--- src/rtl/hdmi_stream_aligner.sv ---
// Aligns an AXIS RGB565 frame stream to HDMI raster timing (HUNT -> ARMED -> STREAM).
// Define HDMI_STREAM_ALIGNER_STATS_EN to build the underflow/resync counters; otherwise they read 0.
module hdmi_stream_aligner #(
   parameter int          WIDTH      = 1280,
   parameter int          HEIGHT     = 720,
   parameter logic [15:0] FILL_COLOR = 16'h2277
) (
   input  logic        clk,
   input  logic        rst_n,
   input  logic        pixel_tvalid,
   input  logic [15:0] pixel_tdata,
   input  logic        pixel_tlast,
   output logic        pixel_tready,
   input  logic        active_draw,
   input  logic [10:0] h_count,
   input  logic [9:0]  v_count,
   output logic [15:0] pixel_out,
   output logic        pixel_out_valid,
   output logic        aligned,
   output logic [15:0] underflow_count,
   output logic [7:0]  resync_count
);

   typedef enum logic [1:0] {HUNT, ARMED, STREAM} state_t;

   state_t      state_q, state_d;
   logic [15:0] pixel_out_q, pixel_out_d;
   logic        pixel_out_valid_q, pixel_out_valid_d;
   logic        accept, frame_start, last_pos, resync, underflow;

   always_comb begin
      frame_start = active_draw && (h_count == 11'd0) && (v_count == 10'd0);
      last_pos    = (h_count == 11'(WIDTH - 1)) && (v_count == 10'(HEIGHT - 1));
      state_d     = state_q;
      resync      = 1'b0;
      underflow   = 1'b0;
      case (state_q)
         HUNT:    pixel_tready = 1'b1;
         ARMED:   pixel_tready = frame_start;
         STREAM:  pixel_tready = active_draw;
         default: pixel_tready = 1'b1;
      endcase
      // Reset forces HUNT, so the stream is drained (and discarded) while held.
      if (!rst_n) pixel_tready = 1'b1;
      accept = pixel_tvalid && pixel_tready;

      case (state_q)
         HUNT: if (accept && pixel_tlast) state_d = ARMED;
         ARMED, STREAM: begin
            if (state_q == STREAM || frame_start) begin
               state_d = STREAM;
               if (accept) begin
                  if (pixel_tlast && !last_pos) begin
                     state_d = ARMED;
                     resync  = 1'b1;
                  end else if (!pixel_tlast && last_pos) begin
                     state_d = HUNT;
                     resync  = 1'b1;
                  end
               end else if (state_q == STREAM && active_draw) begin
                  underflow = 1'b1;
               end
            end
         end
         default: state_d = HUNT;
      endcase

      pixel_out_d       = (accept && state_q != HUNT) ? pixel_tdata : FILL_COLOR;
      pixel_out_valid_d = active_draw;
   end

   always_ff @(posedge clk) begin
      if (!rst_n) begin
         state_q           <= HUNT;
         pixel_out_q       <= FILL_COLOR;
         pixel_out_valid_q <= 1'b0;
      end else begin
         state_q           <= state_d;
         pixel_out_q       <= pixel_out_d;
         pixel_out_valid_q <= pixel_out_valid_d;
      end
   end

   assign pixel_out       = pixel_out_q;
   assign pixel_out_valid = pixel_out_valid_q;
   assign aligned         = (state_q == STREAM);

`ifdef HDMI_STREAM_ALIGNER_STATS_EN
   logic [15:0] underflow_count_q, underflow_count_d;
   logic [7:0]  resync_count_q, resync_count_d;

   // Both counters stick at all-ones instead of wrapping.
   always_comb begin
      underflow_count_d = underflow_count_q;
      resync_count_d    = resync_count_q;
      if (underflow && underflow_count_q != 16'hFFFF) underflow_count_d = underflow_count_q + 16'd1;
      if (resync && resync_count_q != 8'hFF)          resync_count_d    = resync_count_q + 8'd1;
   end

   always_ff @(posedge clk) begin
      if (!rst_n) begin
         underflow_count_q <= 16'd0;
         resync_count_q    <= 8'd0;
      end else begin
         underflow_count_q <= underflow_count_d;
         resync_count_q    <= resync_count_d;
      end
   end

   assign underflow_count = underflow_count_q;
   assign resync_count    = resync_count_q;
`else
   logic unused_stats;
   assign unused_stats    = resync ^ underflow;
   assign underflow_count = 16'd0;
   assign resync_count    = 8'd0;
`endif

endmodule

--- config.mk ---
export PLATFORM = sky130hd
export DESIGN_NAME = hdmi_stream_aligner
export DESIGN_NICKNAME = d
export VERILOG_FILES = /design/src/rtl/hdmi_stream_aligner.sv
export SDC_FILE = /design/constraint.sdc
export NUM_CORES = 1
export LEC_CHECK = 0
export CORE_MARGIN = 10
export CORE_UTILIZATION = 50
export CTS_CLUSTER_SIZE = 10
export DETAILED_ROUTE_END_ITERATION = 10
export DONT_BUFFER_PORTS = 1
export GPL_TIMING_DRIVEN = 0
export PLACE_DENSITY = 0.7
export RECOVER_POWER = 100
export SYNTH_ARGS = -nofsm -noshare
export SYNTH_HDL_FRONTEND = slang
export SYNTH_SLANG_ARGS = --single-unit
--- constraint.sdc ---
create_clock -name clk -period 1.4 [get_ports clk]
set_input_delay 0.14 -clock clk [delete_from_list [all_inputs] [get_ports clk]]
set_output_delay 0.14 -clock clk [all_outputs]
set_load 0.01 [all_outputs]
# == Word level (Yosys, flattened, before mapping) ==
# Cells that the tools add are included.
# word_totals
register_bits,19
latchBits,0
ramBits,0
romBits,0
input_bits,42
output_inout_bits,43
elab_cells,35
n_memories,0
# op_classes
add_sub_neg,0
multipliers,0
n_div,0
order_cmp,0
eq_ne,6
shift,0
n_mux,8
n_bitwise,0
n_reduce_logical,18
# op_table
cell,n
$eq A11 B11 Y1 const B,1
$logic_not A11 Y1,1
$eq A10 B10 Y1 const B,1
$logic_not A10 Y1,1
$mux W2,5
$logic_and A1 B1 Y1,8
$ne A2 B2 Y1 const B,2
$pmux W2 S2,1
$reduce_and A2 Y1,2
$eq A2 B1 Y1 const B,1
$eq A2 B2 Y1 const B,1
$logic_not A1 Y1,2
$logic_not A2 Y1,1
$pmux W1 S2,1
$reduce_bool A2 Y1,1
$reduce_or A2 Y1,1
$logic_or A1 B1 Y1,1
$mux W1,1

# == Longest topological paths before layout ==
# Gate-level depths: netlist of the first run.
# depth
word_depth,9
ltp_mapped,8
depth_no_buf,8

# == Worst setup path before layout of the first run ==
# No wires, ideal clock.
# synth_path
kind,reg2reg
startpoint,reg state_q[0]
endpoint,"reg pixel_out_q[10], in the netlist pixel_out[10]"
setup_time_ps,115
t_arrival_ps,1493
required_time_ps,1285
slack_ps,-208
path_stages_with_launch,9
n_path_buf,1
period_less_slack_ps,1608
cell_sequence,dfxtp_1 inv_1 ha_1 nand2_1 nand2_1 a31oi_2 a211oi_4 buf_4 and2_1
# synth_between
elab_chain_cells,6
elab_cells_between_ends,8
classes_between,eq/ne (2); mux (2); reduce/logical (4)
# synth_rtl
element,line,text
"start, declared",26,"state_t state_q, state_d;"
"start signal, assigned",78,state_q <= state_d;
$eq A2 B2 Y1,-,
named net aligned,19,"output logic aligned,"
$pmux W1 S2,37,case (state_q)
$mux W1,44,if (!rst_n) pixel_tready = 1'b1;
$logic_and A1 B1 Y1,45,accept = pixel_tvalid && pixel_tready;
$logic_and A1 B1 Y1,68,pixel_out_d = (accept && state_q != HUNT) ? pixel_tdata : FILL_COLOR;
$reduce_and A2 Y1 (no source line),-,
"end signal, assigned",79,pixel_out_q <= pixel_out_d;
"end, declared",27,"logic [15:0] pixel_out_q, pixel_out_d;"
# The timed path passes the listed nets, and every way through them passes these cells.
# A chain may end at the register's enable or synchronous reset.

# == Worst setup path in the final report of the first run ==
# layout_path
startpoint,reg state_q[0]
endpoint,"reg pixel_out_q[9], in the netlist pixel_out[9]"
# layout_between
elab_chain_cells,6
elab_cells_between_ends,8
classes_between,eq/ne (2); mux (2); reduce/logical (4)
# layout_rtl
element,line
$eq A2 B2 Y1 or $eq A2 B1 Y1 (tied branches),37
$pmux W1 S2,37
$mux W1,44
$logic_and A1 B1 Y1,45
$logic_and A1 B1 Y1 (*),68
$reduce_and A2 Y1 (no source line) (*),-
# Every way passes the cells marked *; elsewhere a longest branch is shown, timed or not.

==> results of run 1 <==
[repair_timing]
action / in CTS / in global routing
resized for setup: 13 / 2
pin swaps: 5 / 1
hold buffers: 19 / 0
buffers inserted: 3 / 1
setup endpoints to repair: 19 / 19
hold endpoints to repair: 19 / 0
[kinds of logic after synthesis]
kind of cell	share of synthesized area, %
AOI/OAI and AO/OA	8.08
other	0.367
adders and majority gates	6.12
DFF	37.2
muxes	1.96
and+or+nand+nor	26.4
buffers and inverters	19.8
[metal layers]
| layer | share of wire (%) | wire length (um) | vias to the layer above |
|---|---|---|---|
| met5 | 0 | 0 | - |
| met4 | 0 | 0 | 0 |
| met3 | 13 | 379 | 0 |
| met2 | 56 | 1670 | 51 |
| met1 | 31 | 936 | 360 |
| li1 | - | - | 414 |
[sequential cells by signal, indices dropped and copies added, names as in the netlist]
signal,cells
state_q,2
pixel_out_valid,1
pixel_out,16
[metrics by stage]
stage               instances  power (uW)  worst slack, ns  cell area (um^2)  setup TNS [ns]
global placement          156        1100           -0.193              1170           -2.95
finish                    183        1590          -0.0975              1480           -1.33
floorplan                 129        1050          -0.0609              1140          -0.521
detailed placement        156        1120           -0.223              1170           -3.41
CTS                       182        1550           -0.143              1470           -2.05
global route              183        1690           -0.190              1480           -3.17
[cell usage after synthesis]
| cell | count |
|---|---|
| mux2i_1 | 2 |
| inv_1 | 4 |
| nor4_1 | 3 |
| conb_1 | 1 |
| nand2_1 | 6 |
| or2b_1 | 5 |
| buf_4 | 25 |
| dfxtp_1 | 19 |
| nand4b_1 | 1 |
| a21oi_1 | 2 |
| and3_1 | 1 |
| nand4_1 | 5 |
| nand2b_1 | 4 |
| ha_1 | 5 |
| o311ai_0 | 2 |
| nand3b_1 | 1 |
| nor4b_2 | 1 |
| nor2_1 | 1 |
| a31oi_2 | 1 |
| a311oi_2 | 1 |
| nand3_1 | 1 |
| a211oi_4 | 1 |
| nor4_2 | 1 |
| a21boi_0 | 1 |
| nor3_1 | 2 |
| and2_1 | 9 |
| and4b_1 | 1 |
[power by group through the flow]
stage	Combinational (uW)	Sequential (uW)	Clock, uW
6_report	649	688	250
5_1_grt	699	698	292
4_1_cts	602	687	266
3_5_place_dp	433	683	0
3_3_place_gp	420	682	0
2_1_floorplan	382	667	0
[area by class of cell]
cell class / count / area share [%]
sequential: 19 / 26.2
buffer: 25 / 12.9
timing repair buffer: 23 / 15.1
inverter: 4 / 1.18
multi-input combinational: 81 / 40.6
clock buffer: 4 / 1.77
tap: 27 / 2.28
[worst paths after layout]
check        cells after the start       start           end
max                              5  state_q[0]  pixel_out[9]
min                              2       rst_n    state_q[0]
max reg2reg                      5  state_q[0]  pixel_out[9]
min reg2reg                      2  state_q[1]    state_q[1]
==> metrics.yaml, run 1 <==
status: "finished, violations left"
violations: "setup timing"
p_int_uw: 1080
hold_class: "in -> reg"
layout_common_cells: "buf_4 (27), conb_1 (24), dlygate4sd3_1 (19)"
top_usage_layer: "met2"
pwr-share-seq_pct: 43.3
first_global_vias: 936
rsz0062_at_grt: "yes"
diodes: 0
switching_power_uw: 512
synth_top_cell_by_area: "dfxtp_1"
path_cells: "inv_4 -> buf_6 -> ha_4 -> a211oi_4 -> or2b_1"
pin_count: 85
io_buffers: 0
vias: 825
fmax_mhz: 668
drc: 0
dp_hpwl_mm: 2.31
crit_arrival_ns: 1.67
critPathSlowestCell: "dfxtp_4"
wl_per_cell_um: 16.3
clock_latency_ns: 0.28
p_per_area_nw_per_um2: 1070
setup_viol: 18
clk_pin_slew_worst_paths_ns: 0.09
fin_worst_hold_slack_ns: 0.0273
synth_seq_area_share_pct: 37.2
gp_congestion: 0.811
pwr-share-comb_pct: 40.9
grt_use_met1_pct: 13.0
area_growth_pct: 45.0
die_y_um: 65.2
path_buf_inv: 2
setup.worst_path.end_class: "flip-flop"
dieArea_um2: 4250
cts_buffers: 3
min_period_ns: 1.50
synth.top_cell.area_share_pct: 37.2
netlist_area_um2: 1020
syn_avg_cell_area_um2: 9.64
r2r_slack_ns: -0.1
grt_max_degree: 11
required_ns: 1.57
clockPowerShare_pct: 15.8
drive_gt1_share_pct: 30.8
fin_ws_ns: -0.0975
swShare_pct: 32.3
crit_family: "flip-flops"
wirelength_mm: 2.98
grt_pass1_wl_mm: 4.81
cp_max_fo: 7
drt-initial-drc-count: 13
htree_levels: 1
cts_tree: "yes"
yosysWarnings: 0
fill_cells: 151
fp.dieW_um: 65.2
report.final.slew_viol_count: 0
max_stage_delay_ns: 0.39
cts.sinks: 19
p_leak_uw: 0.000643
vdd_drop_max_uv: 765
ys_ff_latch: 19
core_um2: 1960
seq_area_um2: 388
antenna_found_initial: 0
drtAntennaViolNets: 0
grt_use_met2_pct: 27.0
final_util_pct: 75.6
cts_buffer_depth: 2
final_common_cell: "buf_4"
final.period_utilization_pct: 107
met3_usage_pct: 5.76
synth_cells: 106
first_pass_iters: 4
hold_viol: 0
fin_skew_ns: 0.00384
grt.total_usage_pct: 14.3
initial_core_util_pct: 52.1
fp-row-count: 16
cap_viol_max_count: 0
startpoint_type: "flip-flop"
grt_overflow: 0
synth_area_leaders: "dfxtp_1 (37%), buf_4 (18%), ha_1 (6.1%), and2_1 (5.5%), or2b_1 (3.7%)"
path_class: "reg -> reg"
cts-root-buf: "clkbuf_4"
final_net_count: 204
synth_cell_type_count: 27
multiInputGateArea_um2: 602
drt-vias-per-instance: 4.51
Power figures use the tool's default switching activity.
==> run 2: changes to the inputs <==
--- a/config.mk
+++ b/config.mk
@@ -11,6 +11,7 @@
 export DETAILED_ROUTE_END_ITERATION = 10
 export DONT_BUFFER_PORTS = 1
 export GPL_TIMING_DRIVEN = 0
+export HOLD_SLACK_MARGIN = 0.1
 export PLACE_DENSITY = 0.7
 export RECOVER_POWER = 100
 export SYNTH_ARGS = -nofsm -noshare
==> run 2 against run 1 <==
  * Non-clock buffer count unchanged
  * Critical endpoint unchanged
  * The run still ends with setup timing left
  * Clock skew about the same
  * Flip-flop and latch count is the same
  * Register-to-register slack is essentially flat
  * Clock power about the same
  * Setup slack lost 0.00051 ns
  * Die area unchanged
  * Clock-buffer cell count is the same
  * Largest power group unchanged
  * Largest cell class unchanged
==> metrics.yaml, run 2 (synthesized netlist as in run 1, its figures left out) <==
violations: "setup timing"
cts_buffer_depth: 2  # unchanged
p_int_uw: 1080  # about the same
vdd_drop_max_uv: 766  # +0.19%
place_ws_ns: -0.223  # unchanged
drt-initial-drc-count: 13  # unchanged
wl_met2_mm: 1.67  # +0.36%
wl_per_cell_um: 16.3  # +0.17%
cap_viol_max_count: 0  # unchanged
setup_viol: 18  # unchanged
core_um2: 1960  # unchanged
grt_pass1_wl_mm: 4.80  # -0.29%
final.setup.tns_ns: -1.34  # -0.00853 ns
antenna_found_initial: 0  # unchanged
clk_pin_slew_worst_paths_ns: 0.09  # about the same
pwr-share-comb_pct: 40.9  # about the same
report.final.slew_viol_count: 0  # unchanged
fp-row-count: 16  # unchanged
setup.worst_path.end_class: "flip-flop"
final_common_cell: "buf_4"
gp_congestion: 0.811  # unchanged
required_ns: 1.57  # about the same
grt_max_degree: 11  # unchanged
cts.sinks: 19  # unchanged
largest_reg_flops: 16  # unchanged
hold_viol: 0  # unchanged
top_layer: "met3"
final.period_utilization_pct: 107  # about the same
grt.total_usage_pct: 14.2  # -0.035 points
pin_count: 85  # unchanged
io_buffers: 0  # unchanged
drt-met1-wl_um: 935  # -0.11%
wl_met3_um: 379  # unchanged
fp.dieW_um: 65.2  # unchanged
clockPowerShare_pct: 15.8  # about the same
drive_gt1_share_pct: 30.8  # unchanged
p_per_area_nw_per_um2: 1070  # about the same
htree_levels: 1  # unchanged
switching_power_uw: 512  # +0.11%
die_y_um: 65.2  # unchanged
first_pass_iters: 4  # unchanged
rsz0062_at_grt: "yes"
final_util_pct: 75.6  # unchanged
path_class: "reg -> reg"
drc: 0  # unchanged
drtAntennaViolNets: 0  # unchanged
fmax_mhz: 668  # about the same
min_period_ns: 1.50  # +0.000505 ns
swShare_pct: 32.3  # about the same
vias: 825  # unchanged
startpoint_type: "flip-flop"
status: "finished, violations left"
diodes: 0  # unchanged
clock_latency_ns: 0.28  # about the same
hold_class: "in -> reg"
dp_hpwl_mm: 2.31  # unchanged
cp_max_fo: 7  # unchanged
cts_tree: "yes"
first_global_vias: 934  # -0.21%
pwr-share-seq_pct: 43.3  # about the same
crit_arrival_ns: 1.67  # about the same
fin_skew_ns: 0.00384  # -0.0000000500 ns
cts_buffers: 3  # unchanged
layout_common_cells: "buf_4 (27), conb_1 (24), dlygate4sd3_1 (19)"
drt-vias-per-instance: 4.51  # unchanged
initial_core_util_pct: 52.1  # unchanged
cts-root-buf: "clkbuf_4"
dieArea_um2: 4250  # unchanged
grt_overflow: 0  # unchanged
fin_ws_ns: -0.0980  # -0.000505 ns
p_leak_uw: 0.000643  # unchanged
r2r_slack_ns: -0.1  # about the same
wirelength_mm: 2.99  # +0.17%
area_growth_pct: 45.0  # unchanged
final_net_count: 204  # unchanged
==> run 2: cell counts in the layout (fill, tap and decap cells not counted) <==
Identical to the previous run, type by type.
==> run 2: final timing paths <==
| kind | cells past startpoint | endpoint | from |
|---|---|---|---|
| worst max-delay path | 5 | pixel_out[9] | state_q[0] |
| worst min-delay path | 3 | pixel_out[4] | rst_n |
| worst max register to register | 5 | pixel_out[9] | state_q[0] |
| worst min register to register | 2 | state_q[1] | state_q[1] |
==> run 2: power by group through the flow <==
stage	Combinational [uW]	Sequential [uW]	Clock, uW
2_1_floorplan	382	667	0
4_1_cts	603	687	266
5_1_grt	700	698	292
3_5_place_dp	433	683	0
6_report	650	688	250
3_3_place_gp	420	682	0
==> run 2: metal layers <==
| layer | vias up | track usage [%] |
|---|---|---|
| met5 | - | 0 |
| met4 | 0 | 6.42 |
| met3 | 0 | 5.76 |
| met2 | 51 | 27.0 |
| met1 | 360 | 12.9 |
| li1 | 414 | - |
==> run 2: timing repair <==
item                                   4_1_cts  5_1_grt
buffers inserted                             3        1
hold buffers                                19        0
resized for setup                           13        2
cloned                                       0        0
endpoints found under the hold margin       19        0
setup endpoints to repair                   19       19
pin swaps                                    5        1
==> run 2: metrics by stage <==
stage	cell area (um^2)	total power (uW)	cells	hold slack (ns)
2_1_floorplan	1140	1050	129	0.236
3_3_place_gp	1170	1100	156	0.237
3_5_place_dp	1170	1120	156	0.239
4_1_cts	1470	1550	182	0.100
5_1_grt	1480	1690	183	0.122
6_report	1480	1590	183	0.128
==> run 2: final cells by class <==
cell class                 count  area, um^2
buffer                        25         191
clock buffer                   4        26.3
fill                         151         479
inverter                       4        17.5
multi-input combinational     81         602
sequential                    19         388
tap                           27        33.8
timing repair buffer          23         224
==> run 2: critical path, stage by stage, from the launching register on <==
cell	delay [ns]
dfxtp_4	0.39
inv_4	0.04
buf_6	0.11
ha_4	0.24
a211oi_4	0.35
or2b_1	0.26
==> run 3: changes to the inputs <==
--- a/config.mk
+++ b/config.mk
@@ -12,7 +12,7 @@
 export DONT_BUFFER_PORTS = 1
 export GPL_TIMING_DRIVEN = 0
 export HOLD_SLACK_MARGIN = 0.1
-export PLACE_DENSITY = 0.7
+export PLACE_DENSITY = 0.68
 export RECOVER_POWER = 100
 export SYNTH_ARGS = -nofsm -noshare
 export SYNTH_HDL_FRONTEND = slang
==> run 3 against run 2 <==
  * The flow still finishes with violations (setup timing)
  * Design area increased by 3.7%
  * Critical path type unchanged
  * Largest cell class unchanged
  * Clock skew increased by 0.00059 ns
  * Final cell count increased by 1.6%
  * Largest power group is now combinational cells
  * Worst hold slack improved by 0.072 ns
  * Flip-flop and latch count unchanged
  * Setup slack got worse by 0.047 ns
  * Clock-buffer cell count unchanged
==> metrics.yaml, run 3 (synthesized netlist as in run 1, its figures left out) <==
max_stage_delay_ns: 0.38  # about the same
fin_ws_ns: -0.145  # -0.0466 ns
fp-row-count: 16  # unchanged
report.final.slew_viol_count: 0  # unchanged
startpoint_type: "flip-flop"
dieArea_um2: 4250  # unchanged
total_power_uw: 1650  # +3.9%
p_leak_uw: 0.000674  # +4.9%
area_growth_pct: 50.4
io_buffers: 0  # unchanged
hold_viol: 0  # unchanged
required_ns: 1.59  # +0.02 ns
fin_skew_ns: 0.00443  # +0.000587 ns
hold_class: "in -> reg"
crit_arrival_ns: 1.74  # +0.07 ns
die_y_um: 65.2  # unchanged
path_cells: "inv_4 -> ha_4 -> nand2_4 -> nand2_4 -> a31oi_4 -> a211oi_4 -> buf_6 -> buf_6 -> and2_4"
status: "finished, violations left"
cap_viol_max_count: 0  # unchanged
final_common_cell: "buf_4"
fp.dieW_um: 65.2  # unchanged
cts_buffer_depth: 2  # unchanged
wirelength_mm: 3.06  # +2.3%
violations: "setup timing"
final.period_utilization_pct: 110  # +3.3 points
fmax_mhz: 647  # -3.0%
grt_pass1_wl_mm: 4.34  # -9.5%
htree_levels: 1  # unchanged
cts-root-buf: "clkbuf_4"
dp_cells: 156  # unchanged
antenna_found_initial: 0  # unchanged
setup.worst_path.end_class: "flip-flop"
gp_congestion: 0.836  # +3.1%
fill_cells: 151  # unchanged
setup_viol: 18  # unchanged
cp_max_fo: 8  # +1
cts_buffers: 3  # unchanged
min_period_ns: 1.54  # +0.0466 ns
drc: 0  # unchanged
pin_count: 85  # unchanged
cts.sinks: 19  # unchanged
drt-initial-drc-count: 12  # -1
dp_hpwl_mm: 2.31  # +0.26%
clk_pin_slew_worst_paths_ns: 0.10  # about the same
diodes: 0  # unchanged
grt_max_degree: 11  # unchanged
core_um2: 1960  # unchanged
wl_per_cell_um: 16.4  # +0.69%
largest_reg_flops: 16  # unchanged
finalNonFillerCells: 186  # +1.6%
critPathSlowestCell: "dfxtp_4"
cts_tree: "yes"
drt-vias-per-instance: 4.60  # +2.0%
grt_overflow: 0  # unchanged
grt.total_usage_pct: 12.8  # -1.4 points
layout_common_cells: "buf_4 (28), conb_1 (24), dlygate4sd3_1 (19)"
first_global_vias: 886  # -5.1%
final_net_count: 207  # +1.5%
drtAntennaViolNets: 0  # unchanged
vias: 855  # +3.6%
clock_latency_ns: 0.28  # about the same
initial_core_util_pct: 52.1  # unchanged
vdd_drop_max_uv: 738  # -3.7%
p_per_area_nw_per_um2: 1070  # +0.20%
path_class: "reg -> reg"
rsz0062_at_grt: "yes"
drive_gt1_share_pct: 36.5  # +5.7 points
first_pass_iters: 4  # unchanged
## run 3: cell types whose count changed in the layout (fill, tap and decap cells not counted), sizes merged
cell / before / now
buf: 29 / 32
## run 3: layer usage
layer	part of all wire, %	up-vias	routed length, um	global-route usage, %
li1	-	421	-	-
met3	13	4	389	6.44
met1	35	375	1080	11.9
met4	1.6	0	50	6.42
met2	50	55	1540	22.7
met5	0	-	0	0
## run 3: repair_timing
action | in CTS | in global routing
setup endpoints to repair | 19 | 19
setup buffers | 5 | 1
pin swaps | 4 | 5
hold endpoints to repair | 19 | 0
gates resized for setup | 10 | 13
gates cloned | 0 | 1
hold buffers | 19 | 0
## run 3: where the power goes
part	switching (uW)	total (uW)	internal [uW]	leakage, uW
clock	145	256	111	0.0000150
sequential	71.5	682	611	0.000156
combinational	315	711	397	0.000503
## run 3: stage by stage
| step | worst slack [ns] | utilization, % | hold WS (ns) | setup TNS [ns] | instance area [um^2] |
|---|---|---|---|---|---|
| 6_report | -0.145 | 78.4 | 0.200 | -2.12 | 1540 |
| 5_1_grt | -0.201 | 78.4 | 0.228 | -3.07 | 1540 |
| 4_1_cts | -0.159 | 75.6 | 0.100 | -2.35 | 1480 |
| 3_5_place_dp | -0.240 | 59.9 | 0.239 | -3.95 | 1170 |
| 3_3_place_gp | -0.200 | 59.9 | 0.237 | -3.05 | 1170 |
| 2_1_floorplan | -0.0609 | - | 0.236 | -0.521 | 1140 |
## run 3: cell type report
type / count / area (um^2) / area share [%]
Clock buffer: 4 / 26.3 / 1.71
Buffer: 25 / 191 / 12.4
Inverter: 4 / 17.5 / 1.14
Multi-Input combinational cell: 81 / 621 / 40.4
Sequential cell: 19 / 385 / 25.1
Tap cell: 27 / 33.8 / 2.20
Timing Repair Buffer: 26 / 263 / 17.1
## run 3: critical path, delay by kind of cell (launching register included)
family | cells | cell delay [ns]
and+or+nand+nor | 3 | 0.26
DFF | 1 | 0.38
adders and majority gates | 1 | 0.18
buffers and inverters | 3 | 0.31
AOI/OAI and AO/OA | 2 | 0.31
## run 3: worst paths after layout
kind         cells after the start         start       endpoint  slack [ns]
max                              9    state_q[0]  pixel_out[15]       -0.14
min                              3  pixel_tvalid     state_q[1]        0.20
max reg2reg                      9    state_q[0]  pixel_out[15]       -0.14
min reg2reg                      2    state_q[1]     state_q[1]        0.53
